### config.mk
export PLATFORM = sky130hd
export DESIGN_NAME = afe_ro_cfg_bridge
export DESIGN_NICKNAME = d
export VERILOG_FILES = /design/src/rtl/afe_ro_cfg_bridge.sv
export SDC_FILE = /design/constraint.sdc
export NUM_CORES = 1
export LEC_CHECK = 0
export ABC_AREA = 1
export CORE_MARGIN = 5
export CORE_UTILIZATION = 45
export CTS_BUF_LIST = sky130_fd_sc_hd__clkbuf_8
export CTS_CLUSTER_DIAMETER = 30
export DETAILED_ROUTE_END_ITERATION = 12
export PLACE_DENSITY = 0.8
export SLEW_MARGIN = 0
export SYNTH_ARGS = -nofsm -noshare
export SYNTH_HDL_FRONTEND = slang
export SYNTH_HIERARCHICAL = 1
export SYNTH_SLANG_ARGS = --single-unit
### constraint.sdc
create_clock -name clk_i -period 1.8 [get_ports clk_i]
set_input_delay 0.36 -clock clk_i [delete_from_list [all_inputs] [get_ports clk_i]]
set_output_delay 0.36 -clock clk_i [all_outputs]
set_load 0.005 [all_outputs]
### src/rtl/afe_ro_cfg_bridge.sv
// -----------------------------------------------------------------------------
// afe_ro_cfg_bridge
//   APB-to-AFE configuration bridge for the AFE readout subsystem.
//   Each APB access is decoded on its address select field:
//     - select < NUM_AFE       : registered request to that AFE cfg port. The
//                                bridge waits for cfg_ready_i and aborts with
//                                PSLVERR once the programmable timeout expires.
//     - select == 2**SEL_W-1   : internal register file (uDMA shutdown,
//                                per-AFE clock enables, timeout, sticky status).
//     - any other select       : one-cycle error response, no side effects.
//   One pulp_clock_gating cell per AFE produces afe_top_clk_o.
//
// Ports
//   clk_i, rst_ni        clock, asynchronous active-low reset
//   test_mode_i          forces all AFE clock gates open
//   apb_*                APB slave (PSEL/PENABLE/PWRITE/PADDR/PWDATA/PREADY/
//                        PSLVERR/PRDATA); rdata/slverr are zero unless ready
//   cfg_addr_o/wdata_o   registered word offset and write data to the AFEs
//   cfg_valid_o          one-hot request, high only while waiting for the ack
//   cfg_ready_i          per-AFE ack; cfg_rdata_i sampled together with it
//   cfg_rwn_o            1 = read, 0 = write
//   udma_shtdwn_o        uDMA shutdown request (UDMA_CFG bit 0)
//   afe_top_clk_o        gated per-AFE clocks
//   to_err_o             one-cycle pulse (during the response) on timeout abort
// -----------------------------------------------------------------------------
module afe_ro_cfg_bridge #(
  parameter int unsigned NUM_AFE        = 4,
  parameter int unsigned APB_ADDR_WIDTH = 32,
  parameter int unsigned SEL_LSB        = 10,
  parameter int unsigned SEL_W          = 3,
  parameter int unsigned TO_WIDTH       = 16,
  parameter int unsigned TO_DEFAULT     = 1024
) (
  input  logic                            clk_i,
  input  logic                            rst_ni,
  input  logic                            test_mode_i,
  input  logic                            apb_sel_i,
  input  logic                            apb_en_i,
  input  logic                            apb_write_i,
  input  logic [APB_ADDR_WIDTH-1:0]       apb_address_i,
  input  logic [31:0]                     apb_wdata_i,
  output logic                            apb_ready_o,
  output logic                            apb_slverr_o,
  output logic [31:0]                     apb_rdata_o,
  output logic [SEL_LSB-3:0]              cfg_addr_o,
  output logic [31:0]                     cfg_wdata_o,
  output logic [NUM_AFE-1:0]              cfg_valid_o,
  input  logic [NUM_AFE-1:0]              cfg_ready_i,
  output logic                            cfg_rwn_o,
  input  logic [NUM_AFE-1:0][31:0]        cfg_rdata_i,
  output logic                            udma_shtdwn_o,
  output logic [NUM_AFE-1:0]              afe_top_clk_o,
  output logic                            to_err_o
);

  localparam int unsigned OFF_W = SEL_LSB - 2;

  localparam logic [OFF_W-1:0] OFF_UDMA    = OFF_W'(0);
  localparam logic [OFF_W-1:0] OFF_CG      = OFF_W'(1);
  localparam logic [OFF_W-1:0] OFF_TIMEOUT = OFF_W'(2);
  localparam logic [OFF_W-1:0] OFF_STATUS  = OFF_W'(3);

  localparam logic [SEL_W-1:0] SEL_INT = '1;

  typedef enum logic [1:0] {
    ST_IDLE = 2'd0,
    ST_REQ  = 2'd1,
    ST_RESP = 2'd2
  } state_t;

  state_t               r_state;
  state_t               w_state_nxt;

  logic [SEL_W-1:0]     r_sel;
  logic [OFF_W-1:0]     r_addr;
  logic [31:0]          r_wdata;
  logic                 r_rwn;
  logic [TO_WIDTH-1:0]  r_cnt;
  logic [31:0]          r_rdata;
  logic                 r_slverr;
  logic                 r_to_err;
  logic                 r_udma;
  logic [NUM_AFE-1:0]   r_cg;
  logic [TO_WIDTH-1:0]  r_timeout;
  logic [NUM_AFE-1:0]   r_status;

  logic                 w_access;
  logic [SEL_W-1:0]     w_sel_in;
  logic [OFF_W-1:0]     w_off_in;
  logic                 w_cap;
  logic                 w_int_acc;
  logic                 w_bad;
  logic                 w_afe_ok;
  logic                 w_abort;
  logic                 w_to_hit;
  logic                 w_afe_rdy;
  logic [31:0]          w_afe_rdata;
  logic [NUM_AFE-1:0]   w_sel_oh;
  logic [31:0]          w_int_rd;
  logic [NUM_AFE-1:0]   w_w1c;
  logic [NUM_AFE-1:0]   w_set;
  logic                 w_unused;

  assign w_access = apb_sel_i & apb_en_i;
  assign w_sel_in = apb_address_i[SEL_LSB +: SEL_W];
  assign w_off_in = apb_address_i[SEL_LSB-1:2];
  assign w_unused = ^{apb_address_i[1:0], apb_address_i[APB_ADDR_WIDTH-1:SEL_LSB+SEL_W]};

  // Select-indexed views of the AFE side; r_sel may exceed NUM_AFE-1 outside REQ.
  always_comb begin
    w_sel_oh    = '0;
    w_afe_rdy   = 1'b0;
    w_afe_rdata = '0;
    for (int unsigned i = 0; i < NUM_AFE; i++) begin
      if (r_sel == SEL_W'(i)) begin
        w_sel_oh[i] = 1'b1;
        w_afe_rdy   = cfg_ready_i[i];
        w_afe_rdata = cfg_rdata_i[i];
      end
    end
  end

  assign w_to_hit = (r_timeout != '0) && (r_cnt == r_timeout);

  always_comb begin
    w_int_rd = '0;
    case (w_off_in)
      OFF_UDMA:    w_int_rd[0]            = r_udma;
      OFF_CG:      w_int_rd[NUM_AFE-1:0]  = r_cg;
      OFF_TIMEOUT: w_int_rd[TO_WIDTH-1:0] = r_timeout;
      // bit31 (busy) reads 0: the APB is stalled whenever the bridge is busy
      OFF_STATUS:  w_int_rd[NUM_AFE-1:0]  = r_status;
      default:     w_int_rd               = '0;
    endcase
  end

  always_ff @(posedge clk_i or negedge rst_ni) begin
    if (!rst_ni) r_state <= ST_IDLE;
    else         r_state <= w_state_nxt;
  end

  always_comb begin
    w_state_nxt  = r_state;
    w_cap        = 1'b0;
    w_int_acc    = 1'b0;
    w_bad        = 1'b0;
    w_afe_ok     = 1'b0;
    w_abort      = 1'b0;
    apb_ready_o  = 1'b0;
    apb_rdata_o  = '0;
    apb_slverr_o = 1'b0;
    cfg_valid_o  = '0;
    case (r_state)
      ST_IDLE: begin
        if (w_access) begin
          w_cap = 1'b1;
          if (w_sel_in < SEL_W'(NUM_AFE)) begin
            w_state_nxt = ST_REQ;
          end else begin
            w_state_nxt = ST_RESP;
            if (w_sel_in == SEL_INT) w_int_acc = 1'b1;
            else                     w_bad     = 1'b1;
          end
        end
      end
      ST_REQ: begin
        cfg_valid_o = w_sel_oh;
        // ack takes priority over a timeout expiring in the same cycle
        if (w_afe_rdy) begin
          w_afe_ok    = 1'b1;
          w_state_nxt = ST_RESP;
        end else if (w_to_hit) begin
          w_abort     = 1'b1;
          w_state_nxt = ST_RESP;
        end
      end
      ST_RESP: begin
        apb_ready_o  = 1'b1;
        apb_rdata_o  = r_rdata;
        apb_slverr_o = r_slverr;
        w_state_nxt  = ST_IDLE;
      end
      default: w_state_nxt = ST_IDLE;
    endcase
  end

  assign w_w1c = (w_int_acc && apb_write_i && (w_off_in == OFF_STATUS)) ?
                 apb_wdata_i[NUM_AFE-1:0] : '0;
  assign w_set = w_abort ? w_sel_oh : '0;

  always_ff @(posedge clk_i or negedge rst_ni) begin
    if (!rst_ni) begin
      r_sel     <= '0;
      r_addr    <= '0;
      r_wdata   <= '0;
      r_rwn     <= 1'b0;
      r_cnt     <= '0;
      r_rdata   <= '0;
      r_slverr  <= 1'b0;
      r_to_err  <= 1'b0;
      r_udma    <= 1'b0;
      r_cg      <= '0;
      r_timeout <= TO_WIDTH'(TO_DEFAULT);
      r_status  <= '0;
    end else begin
      r_to_err <= w_abort;
      // set wins over a clear of the same bit
      r_status <= (r_status & ~w_w1c) | w_set;

      if (w_cap) begin
        r_sel   <= w_sel_in;
        r_addr  <= w_off_in;
        r_wdata <= apb_wdata_i;
        r_rwn   <= ~apb_write_i;
        r_cnt   <= TO_WIDTH'(1);
      end else if (r_state == ST_REQ) begin
        r_cnt <= r_cnt + TO_WIDTH'(1);
      end

      if (w_int_acc) begin
        r_rdata  <= apb_write_i ? '0 : w_int_rd;
        r_slverr <= 1'b0;
        if (apb_write_i) begin
          case (w_off_in)
            OFF_UDMA:    r_udma    <= apb_wdata_i[0];
            OFF_CG:      r_cg      <= apb_wdata_i[NUM_AFE-1:0];
            OFF_TIMEOUT: r_timeout <= apb_wdata_i[TO_WIDTH-1:0];
            default:     ;
          endcase
        end
      end

      if (w_bad) begin
        r_rdata  <= '0;
        r_slverr <= 1'b1;
      end

      if (w_afe_ok) begin
        r_rdata  <= r_rwn ? w_afe_rdata : '0;
        r_slverr <= 1'b0;
      end

      if (w_abort) begin
        r_rdata  <= '0;
        r_slverr <= 1'b1;
      end
    end
  end

  assign cfg_addr_o    = r_addr;
  assign cfg_wdata_o   = r_wdata;
  assign cfg_rwn_o     = r_rwn;
  assign udma_shtdwn_o = r_udma;
  assign to_err_o      = r_to_err;

  for (genvar g = 0; g < NUM_AFE; g++) begin : g_cg
    pulp_clock_gating u_cg (
      .clk_i     (clk_i),
      .en_i      (r_cg[g]),
      .test_en_i (test_mode_i),
      .clk_o     (afe_top_clk_o[g])
    );
  end

endmodule

// -----------------------------------------------------------------------------
// pulp_clock_gating
//   Latch-based glitch-free clock gate: enable is captured while clk_i is low.
//   Ports: clk_i clock in, en_i enable, test_en_i test override, clk_o gated clock.
// -----------------------------------------------------------------------------
module pulp_clock_gating (
  input  logic clk_i,
  input  logic en_i,
  input  logic test_en_i,
  output logic clk_o
);

  logic r_clk_en;

  always_latch begin
    if (!clk_i) r_clk_en <= en_i | test_en_i;
  end

  assign clk_o = clk_i & r_clk_en;

endmodule

==> results by group <==
Floorplanning
  • Core area: roughly 0.016 mm2
  • Die height: 136.1 um
  • Chip Width: 136.1 um
  • Die ar.: ~0.019 mm2
  • Core Rows: 46
  • Top Ports: approximately 290
  • Starting density of the core: between 40 and 50%

Synth
  • Netlist cell types: 32
  • Syn Inst Count: between 1000 and 1500
  • Syn nets: approximately 1200
  • Top cell type by total area after synthesis: dfrtp_1
  • Seq cells post-synth: approximately 130
  • Syn Area/Cell: a little under 7 um2
  • Synth area leaders: dfrtp_1 42%, nand2_1 15%, nand3_1 8.5%
  • Share of the synthesized area in the top cell type: a little over two fifths
  • Netlist Area Pre-Place: a little over 0.007 mm2
  • YS warnings: 6

Detailed routing
  • DR vias: 8552
  • Residual DRC: 0
  • DRT Pass-1 Iters: 8
  • ANT nets after route: 0
  • DRT iter0 DRCs: around 660
  • WL per Instance: 17.59 um
  • Vias per cell: between 5 and 6
  • WL final: about 28000 um

Layout
  • Area delta synth->final: 71.66%
  • Commonest non-fill, non-tap cell in the layout: nand2_1
  • Final instance area: between 0.01 and 0.015 mm2
  • NumNets Final: approximately 1600
  • Fillcell total: 1113
  • Final cell count without fillers: roughly 1600
  • Layout Utilization: just under 80%
  • Antenna Cells: 0
  • Most frequent cells in the layout: 259 x nand2_1, 180 x clkdlybuf4s50_1, 117 x dfrtp_1, 104 x inv_1, 83 x nand3_1
  • Fraction of layout instances using a drive strength above 1: 25.23%

Worst setup path
  • CP Buf/Inv Count: 2
  • Reg-to-reg slack, setup: -0.31 ns
  • Slowest stage delay, CP: 0.39 ns
  • CP cell instances: nand2_1 -> inv_1 -> buf_2
  • CP Class: latch to output port
  • Crit Reg-Reg Startpoint: r_state[0]
  • Worst Path Max Fanout: 1
  • Reg2Reg Depth: 13
  • WP data required: approximately 1.4 ns
  • CP Capture Type: output port
  • Reg-to-reg endpoint: r_status[1]
  • Element type at the critical path start: latch
  • Arr. time, crit path: roughly 2.0 ns
  • Slowest cell on crit path: dlxtn_1
  • Top delay family on crit path: latches

STA
  • Final WS setup: -0.5613 ns
  • Hold Vio Cnt, Final: 0
  • Actual slew at the worst max-slew pin: around 0.36 ns
  • Max Slew Vio Count: 0
  • Rel. slew slack: ~75%
  • Layout Skew: 0.01056 ns
  • Setup TNS: -25.59 ns
  • Setup-failing EPs final: approximately 100
  • RSZ-0062 raised after global routing: true

Pwr
  • Sequential power share: between 20% and 30%
  • Combinational power share: a little under three fifths
  • Switch share: between 40% and 50%
  • Sw Pwr: around 0.0062 W
  • Cell leakage power: 5.951 nW
  • Int Power: 0.008639 W
  • Power Dens Cells: roughly 1200 mW/mm2
  • Clock power frac: between 10% and 20%
  • Peak supply drop: 0.7109 mV

Run status
  • Violated checks: negative setup slack
  • Status: finished with violations

Global route
  • Vias in the first global route: between 8000 and 9000
  • Grt ovf: 0
  • Global-route wire length before repair: around 40000 um
  • Gr usage total: approximately 28%
  • Largest net degree at the start of global routing: 41
  • Initial antenna violation count: 0

Clock tree
  • Clk_lat worst skew: between 0.5 and 0.6 ns
  • Clock transition at path regs: about 0.07 ns
  • CTS tree: yes

Placement
  • Post-DP Area: 0.01042 mm2
  • Routability Congestion: around 0.89
  • IO Port Bufs: 265
  • Dpl hpwl: 18440 um
  • Post-Place Cells: between 1500 and 2000

Worst hold path
  • Worst hold path type: primary input to async pin

Flow run
  • Max cap viols: 0
-- power groups by stage --
stage               sequential (W)  combinational [W]  clock [W]
detailed placement         0.00420            0.00624   0.000135
finish                     0.00426            0.00821    0.00239
global placement           0.00417            0.00610   0.000135
CTS                        0.00415            0.00714    0.00244
floorplan                  0.00414            0.00325  0.0000472
global route               0.00435            0.00891    0.00257
-- final cells by class --
cell class / count / area [um2] / area share [%]
inverters: 110 / 440.4 / 3.583
clock inverters: 18 / 98.84 / 0.8042
repair buffers: 386 / 3973 / 32.32
flip-flops and latches: 125 / 3093 / 25.16
clock buffers: 25 / 309.0 / 2.514
multi-input cells: 727 / 4108 / 33.42
well taps: 216 / 270.3 / 2.199
-- registers in the layout, indices dropped and copies added, names as in the netlist --
signal / flops
r_cg: 4
r_slverr: 1
r_state: 2
cfg_rwn_o: 1
r_rdata: 32
udma_shtdwn_o: 1
g_cg.u_cg/r_clk_en: 4
r_status: 4
r_timeout: 16
to_err_o: 1
cfg_wdata_o: 32
cfg_addr_o: 8
r_sel: 3
r_cnt: 16
-- worst max path at each step --
stage / startpoint / to / slack (ns) / cells after the start
after global placement: g_cg[2].u_cg/r_clk_en / afe_top_clk_o[2] / -0.42 / 3
after floorplan: g_cg[0].u_cg/r_clk_en / afe_top_clk_o[0] / 0.08 / 2
final: g_cg[1].u_cg/r_clk_en / afe_top_clk_o[1] / -0.56 / 3
after CTS: g_cg[1].u_cg/r_clk_en / afe_top_clk_o[1] / -0.58 / 3
after global routing: g_cg[1].u_cg/r_clk_en / afe_top_clk_o[1] / -0.63 / 3
after detailed placement: g_cg[0].u_cg/r_clk_en / afe_top_clk_o[0] / -0.44 / 3
-- metal layers --
metal  wire length (um)  GRT usage [%]
met1              10360          33.18
met2              14000          46.45
met3               2969          9.697
met4                930          9.630
met5                  0              0
-- what timing repair did --
item	CTS	global route
setup endpoints to repair	80	147
setup buffers	26	25
hold buffers	1	0
gates cloned	5	9
pin swaps	26	53
hold endpoints to repair	37	0
gates resized for setup	285	206
-- cells in the mapped netlist (all sizes together) --
cell	instances
dfstp	1
a31oi	16
buf	41
nand2	291
clkbuf	22
inv	113
o211ai	1
xor2	7
dfrtp	120
nor2	108
dlxtn	4
a22o	1
a22oi	16
a21oi	9
o31ai	1
nand4	44
ha	1
nor3	5
o21ai	105
nand3	122
clkinv	1
-- worst reg2reg max path, cell delays in order, from the launching register on --
cell and delay, ns:
dfrtp_2 0.43, buf_6 0.12, buf_6 0.11, buf_6 0.12
buf_6 0.11, nor2_4 0.12, nand2_4 0.09, nor2_4 0.15
inv_2 0.07, nor3_4 0.19, buf_6 0.16, nand3_4 0.08
o21ai_1 0.16, o21ai_1 0.08
-- per-stage QoR --
| step | setup slack [ns] | hold slack, ns | total power [W] |
|---|---|---|---|
| after floorplan | 0.08031 | 0.06441 | 0.007431 |
| after global placement | -0.4152 | 0.2744 | 0.01041 |
| after detailed placement | -0.4393 | 0.2735 | 0.01057 |
| after CTS | -0.5818 | 0.2188 | 0.01373 |
| after global routing | -0.6258 | 0.2476 | 0.01583 |
| final | -0.5613 | 0.2305 | 0.01486 |
-- cell families after synthesis --
group	share of synthesized area [%]
flip-flops	42.30
AND/OR/NAND/NOR	34.16
AO/OA/AOI/OAI	11.38
XOR/XNOR	0.8562
adder cells (fa/ha/maj)	0.1747
buffers and inverters	10.29
latches	0.8388
Power figures use the tool's default switching activity.
==> edit 1: new RTL, same settings <==
`TO_WIDTH`: 16 -> 14.
--- a/src/rtl/afe_ro_cfg_bridge.sv
+++ b/src/rtl/afe_ro_cfg_bridge.sv
@@ -30,3 +30,3 @@
   parameter int unsigned SEL_W          = 3,
-  parameter int unsigned TO_WIDTH       = 16,
+  parameter int unsigned TO_WIDTH       = 14,
   parameter int unsigned TO_DEFAULT     = 1024
Check against the original RTL: not checked (the comparison handles one clock edge and no latches or derived clocks); the edit may change what the design does.
==> edit 1 against the unedited design <==
The run still ends with negative setup slack left. Sequential cell count shrank 4. Sequential share of layout area down 0.26 points. Wire length grew 2.4%. Sequential power down 4%. Clock power up 31%. First-iteration DRC count shrank 6.9%. Register-to-register slack better by 0.16 ns. Clock skew rose by 0.0038 ns. Core utilization up 1.3 points. Area after synthesis fell by 3.6%. Final area decreased by 2.4%. Power up 5.1%. Setup slack better by 0.015 ns. Largest cell class is now buffers.
==> edit 1: results <==
set metrics [dict create \
    startpoint "g_cg[0].u_cg/r_clk_en" \
    dpl.cell_count 1433 \
    worst_slack_ns -0.5467 \
    async_reset_ff_frac 0.9669 \
    grt_pass1_vias 7964 \
    nets 1521 \
    clk_pin_slew_ns 0.08 \
    max_slew_margin 0.6966 \
    status "complete, but fails checks" \
    antenna_found_initial 2 \
    routed-wl-met3_um 2910 \
    failed_checks "negative setup slack" \
    synth_ff_type "dfrtp_1" \
    place.detailed.hpwl_um 18860 \
    grt_first_pass_wirelength_um 41540 \
    portBuffers 265 \
    synthTopCellsByCount "292 x nand2_1, 116 x dfrtp_1, 111 x nor2_1, 102 x inv_1, 94 x o21ai_0" \
    setup_violations 85 \
    ys_warn_count 6 \
    ir_worst_vdd_v 0.0008695 \
    detail_route.wl_per_cell_um 19.04 \
    avgSynthCellArea_um2 7.103 \
    met2_length_um 13750 \
    ys_types 35 \
    n_fill_cell 1007 \
    place.gp.congestion 0.9006 \
    met3_usage 0.09040 \
    cp.arrival_ns 1.99 \
    finClkSkew_ns 0.01436 \
    clk_latency_ns 0.55 \
    m1WireLength_um 10900 \
    timing.rr.start "r_sel[0]" \
    syn_nets 1175 \
    drive_above_1_share 0.2547 \
    grt_usage 0.2923 \
    num_vias 8313 \
    leakage_nw 5.861 \
    min_path_type "in2async" \
    dr.pass1.iters 6 \
    maxUsedRoutingLayer "met4" \
    ant_nets 0 \
    met1_usage 0.3574 \
    p_sw_frac 0.4071 \
    wirelength_um 28950 \
    grt_max_degree 47 \
    crit_path_max_fanout 1 \
    drt_iter0_drc 617 \
    grtUsageMet2 0.4823 \
    synth_area_leaders "dfrtp_1 42%, nand2_1 16%, o21ai_0 6.8%, nor2_1 6.0%, nand3_1 5.9%" \
]
==> edit 1: cell count changes in the layout (fill, tap and decap cells not counted), moves of 17 or more <==
| cell | change |
|---|---|
| nand3_2 | -19 |
| dlygate4sd2_1 | -19 |
| buf_4 | -17 |
| o21ai_2 | +27 |
==> edit 1: through the flow <==
| step | setup WS (ns) | instance area, um^2 | setup TNS (ns) |
|---|---|---|---|
| after floorplan | 0.08031 | 6904 | 0 |
| after global placement | -0.4282 | 10120 | -12.95 |
| after detailed placement | -0.4317 | 10120 | -15.49 |
| after CTS | -0.5792 | 11220 | -13.81 |
| after global routing | -0.6040 | 12000 | -23.14 |
| final | -0.5467 | 12000 | -17.19 |
==> edit 1: power by group through the flow <==
| stage | logic (W) | registers, W | clock network (W) |
|---|---|---|---|
| after floorplan | 0.00321 | 0.00407 | 0.0000472 |
| after global placement | 0.00607 | 0.00407 | 0.000135 |
| after detailed placement | 0.00620 | 0.00408 | 0.000135 |
| after CTS | 0.00750 | 0.00406 | 0.00316 |
| after global routing | 0.00900 | 0.00418 | 0.00331 |
| final | 0.00840 | 0.00409 | 0.00313 |
==> edit 1: worst paths after layout <==
path	end	cells after the start	slack [ns]
worst min register to register	cfg_wdata_o[26]	2	0.48
max in group asynchronous	cfg_wdata_o[19]	3	0.86
worst max register to register	r_rdata[14]	10	-0.15
min in group clk_i	cfg_wdata_o[22]	3	0.35
worst max-delay path	afe_top_clk_o[0]	3	-0.55
worst min-delay path	cfg_wdata_o[22]	2	0.30
==> edit 1: layout make-up <==
| class | instances | area share |
|---|---|---|
| antenna | 2 | 0.0004170 |
| clock buffer | 29 | 0.03034 |
| clock inverter | 15 | 0.01533 |
| inverter | 105 | 0.03492 |
| multi-input combinational | 691 | 0.3208 |
| sequential | 121 | 0.2491 |
| tap | 188 | 0.01960 |
| timing repair buffer | 370 | 0.3295 |
==> edit 1: critical path, stage by stage (launching register included) <==
cell,delay [ns]
dlxtn_1,0.39
nand2_1,0.05
inv_1,0.04
buf_2,0.10
==> edit 1: cells by family (layout without fill, tap and decap cells) <==
kind of cell	after synthesis	in the layout	synth area share
other	0	2	0
XOR/XNOR	6	6	0.007611
flip-flops	117	117	0.4242
AND/OR/NAND/NOR	547	547	0.3427
latches	4	4	0.008699
buffers and inverters	160	519	0.09587
adder cells (fa/ha/maj)	1	1	0.001812
AO/OA/AOI/OAI	137	137	0.1191
==> edit 1: what timing repair did <==
action | CTS | global route
buffers inserted | 25 | 23
endpoints found under the setup margin | 68 | 135
pin swaps | 11 | 31
gates cloned | 8 | 4
hold endpoints to repair | 28 | 0
gates resized for setup | 286 | 189
hold buffers | 1 | 0
==> edit 2: new RTL, config.mk and constraints unchanged <==
Without the edit above. Register the output `apb_slverr_o`, with the module's reset; this adds one clock of latency there. The other outputs are not delayed to match.
--- a/src/rtl/afe_ro_cfg_bridge.sv
+++ b/src/rtl/afe_ro_cfg_bridge.sv
@@ -70,2 +70,4 @@
 
+  logic apb_slverr_d;
+
   state_t               r_state;
@@ -150,3 +152,3 @@
     apb_rdata_o  = '0;
-    apb_slverr_o = 1'b0;
+    apb_slverr_d = 1'b0;
     cfg_valid_o  = '0;
@@ -179,3 +181,3 @@
         apb_rdata_o  = r_rdata;
-        apb_slverr_o = r_slverr;
+        apb_slverr_d = r_slverr;
         w_state_nxt  = ST_IDLE;
@@ -264,2 +266,10 @@
 
+  always_ff @(posedge clk_i or negedge rst_ni) begin
+    if (!rst_ni) begin
+      apb_slverr_o <= '0;
+    end else begin
+      apb_slverr_o <= apb_slverr_d;
+    end
+  end
+
 endmodule
Check against the original RTL: not checked (the comparison handles one clock edge and no latches or derived clocks); the edit may change what the design does.
==> edit 2 against the unedited design <==
Clock skew grew 0.0024 ns. Final area shrank 2.5%. Setup slack lost 0.049 ns. Global-route usage grew 2.7 points. Count of clock-buffer cells in the layout grew 1. Sequential cell count grew 1. Die area shrank 0.13%. Core utilization shrank 1.7 points. Synthesized cell count shrank 2.4%. Area after synthesis shrank 0.14%. Wire length grew 7.0%. Non-clock buffer count shrank 2. The flow still finishes with violations (negative setup slack). Power grew 3.0%.
==> edit 2: results <==
set metrics [dict create \
    status "complete, but fails checks" \
    grt_usage 0.3046 \
    synth_ff_type "dfrtp_1" \
    n_fill_cell 1076 \
    setup_violations 84 \
    place.gp.congestion 0.8911 \
    placed_area_mm2 0.01045 \
    timing.rr.start "r_sel[0]" \
    max_slew_margin 0.7271 \
    place.detailed.hpwl_um 19540 \
    grt_max_degree 46 \
    async_reset_ff_frac 0.9683 \
    syn_nets 1207 \
    timing.rr.end "r_rdata[15]" \
    drt_iter0_drc 847 \
    m1WireLength_um 10720 \
    failed_checks "negative setup slack" \
    ys_types 37 \
    dr.pass1.iters 5 \
    cp.arrival_ns 2.05 \
    worst_slack_ns -0.6107 \
    detail_route.wl_per_cell_um 19.03 \
    drive_above_1_share 0.2298 \
    grt_first_pass_wirelength_um 43680 \
    nets 1561 \
    met2_length_um 14890 \
    grt_pass1_vias 8585 \
    num_vias 8776 \
    synth_area_leaders "dfrtp_1 42%, nand2_1 14%, o21ai_0 7.5%, nand3_1 5.9%, inv_1 5.7%" \
    reg2reg_slack_ns -0.22 \
    leakage_nw 5.787 \
    crit_path_max_fanout 1 \
    synthTopCellsByCount "276 x nand2_1, 121 x dfrtp_1, 109 x inv_1, 107 x o21ai_0, 98 x nor2_1" \
    antenna_found_initial 1 \
    ir_worst_vdd_v 0.0006465 \
    routed-wl-met3_um 2873 \
    finClkSkew_ns 0.01298 \
]
## edit 2: cell families after synthesis
logic type                 count (synthesis)  synth area share
AOI/OAI and AO/OA                        181            0.1428
xor gates and xnor gates                   9           0.01102
adders and majority gates                  1          0.001750
buffers and inverters                    172           0.09816
DFF                                      122            0.4271
latches                                    4          0.008399
muxes                                      1          0.001575
and+or+nand+nor                          514            0.3092
## edit 2: worst max-delay path, delay by kind of cell (launching register included)
kind                   cells  cell delay (ns)
latches                    1             0.40
buffers and inverters      2             0.16
AND/OR/NAND/NOR            1             0.06
## edit 2: what timing repair did
action	in CTS	in global routing
buffers inserted	35	17
hold buffers	1	0
gates resized for setup	338	99
endpoints found under the hold margin	21	0
gates cloned	10	0
setup endpoints to repair	125	88
pin swaps	28	25
## edit 2: metal layers
metal,track usage,vias to the layer above
li1,-,3998
met3,0.09141,142
met2,0.5226,548
met5,0,-
met1,0.3316,4088
met4,0.1814,0
## edit 2: stage by stage
stage	util	cells	hold slack (ns)	setup TNS, ns	worst slack, ns
detailed placement	0.6648	1495	0.2934	-14.60	-0.4364
floorplan	-	1004	0.06441	0	0.08031
global placement	0.6648	1495	0.2912	-13.31	-0.4223
CTS	0.7344	1574	0.2182	-15.44	-0.6037
finish	0.7627	1589	0.2451	-17.82	-0.6107
global route	0.7625	1588	0.2630	-23.68	-0.6455
## edit 2: power breakdown
group / total, W / internal (W) / switching, W
Combinational: 0.00812 / 0.00373 / 0.00439
Sequential: 0.00423 / 0.00366 / 0.000569
Clock: 0.00295 / 0.00155 / 0.00140
## edit 2: how the worst max path moves through the flow
| stage | startpoint | end | slack (ns) | depth (start not counted) |
|---|---|---|---|---|
| final | g_cg[2].u_cg/r_clk_en | afe_top_clk_o[2] | -0.61 | 3 |
| after global routing | g_cg[0].u_cg/r_clk_en | afe_top_clk_o[0] | -0.65 | 3 |
| after CTS | g_cg[2].u_cg/r_clk_en | afe_top_clk_o[2] | -0.60 | 3 |
| after detailed placement | g_cg[0].u_cg/r_clk_en | afe_top_clk_o[0] | -0.44 | 3 |
| after global placement | g_cg[0].u_cg/r_clk_en | afe_top_clk_o[0] | -0.42 | 3 |
| after floorplan | g_cg[0].u_cg/r_clk_en | afe_top_clk_o[0] | 0.08 | 2 |
## edit 2: area by class of cell
cell class	count	area (um^2)	share of cell area
inverters	109	441.7	0.03686
multi-input cells	708	3837	0.3202
clock buffers	26	329.1	0.02746
well taps	216	270.3	0.02255
flip-flops and latches	126	3118	0.2602
repair buffers	384	3811	0.3180
clock inverters	18	171.4	0.01430
diodes	2	5.005	0.0004176
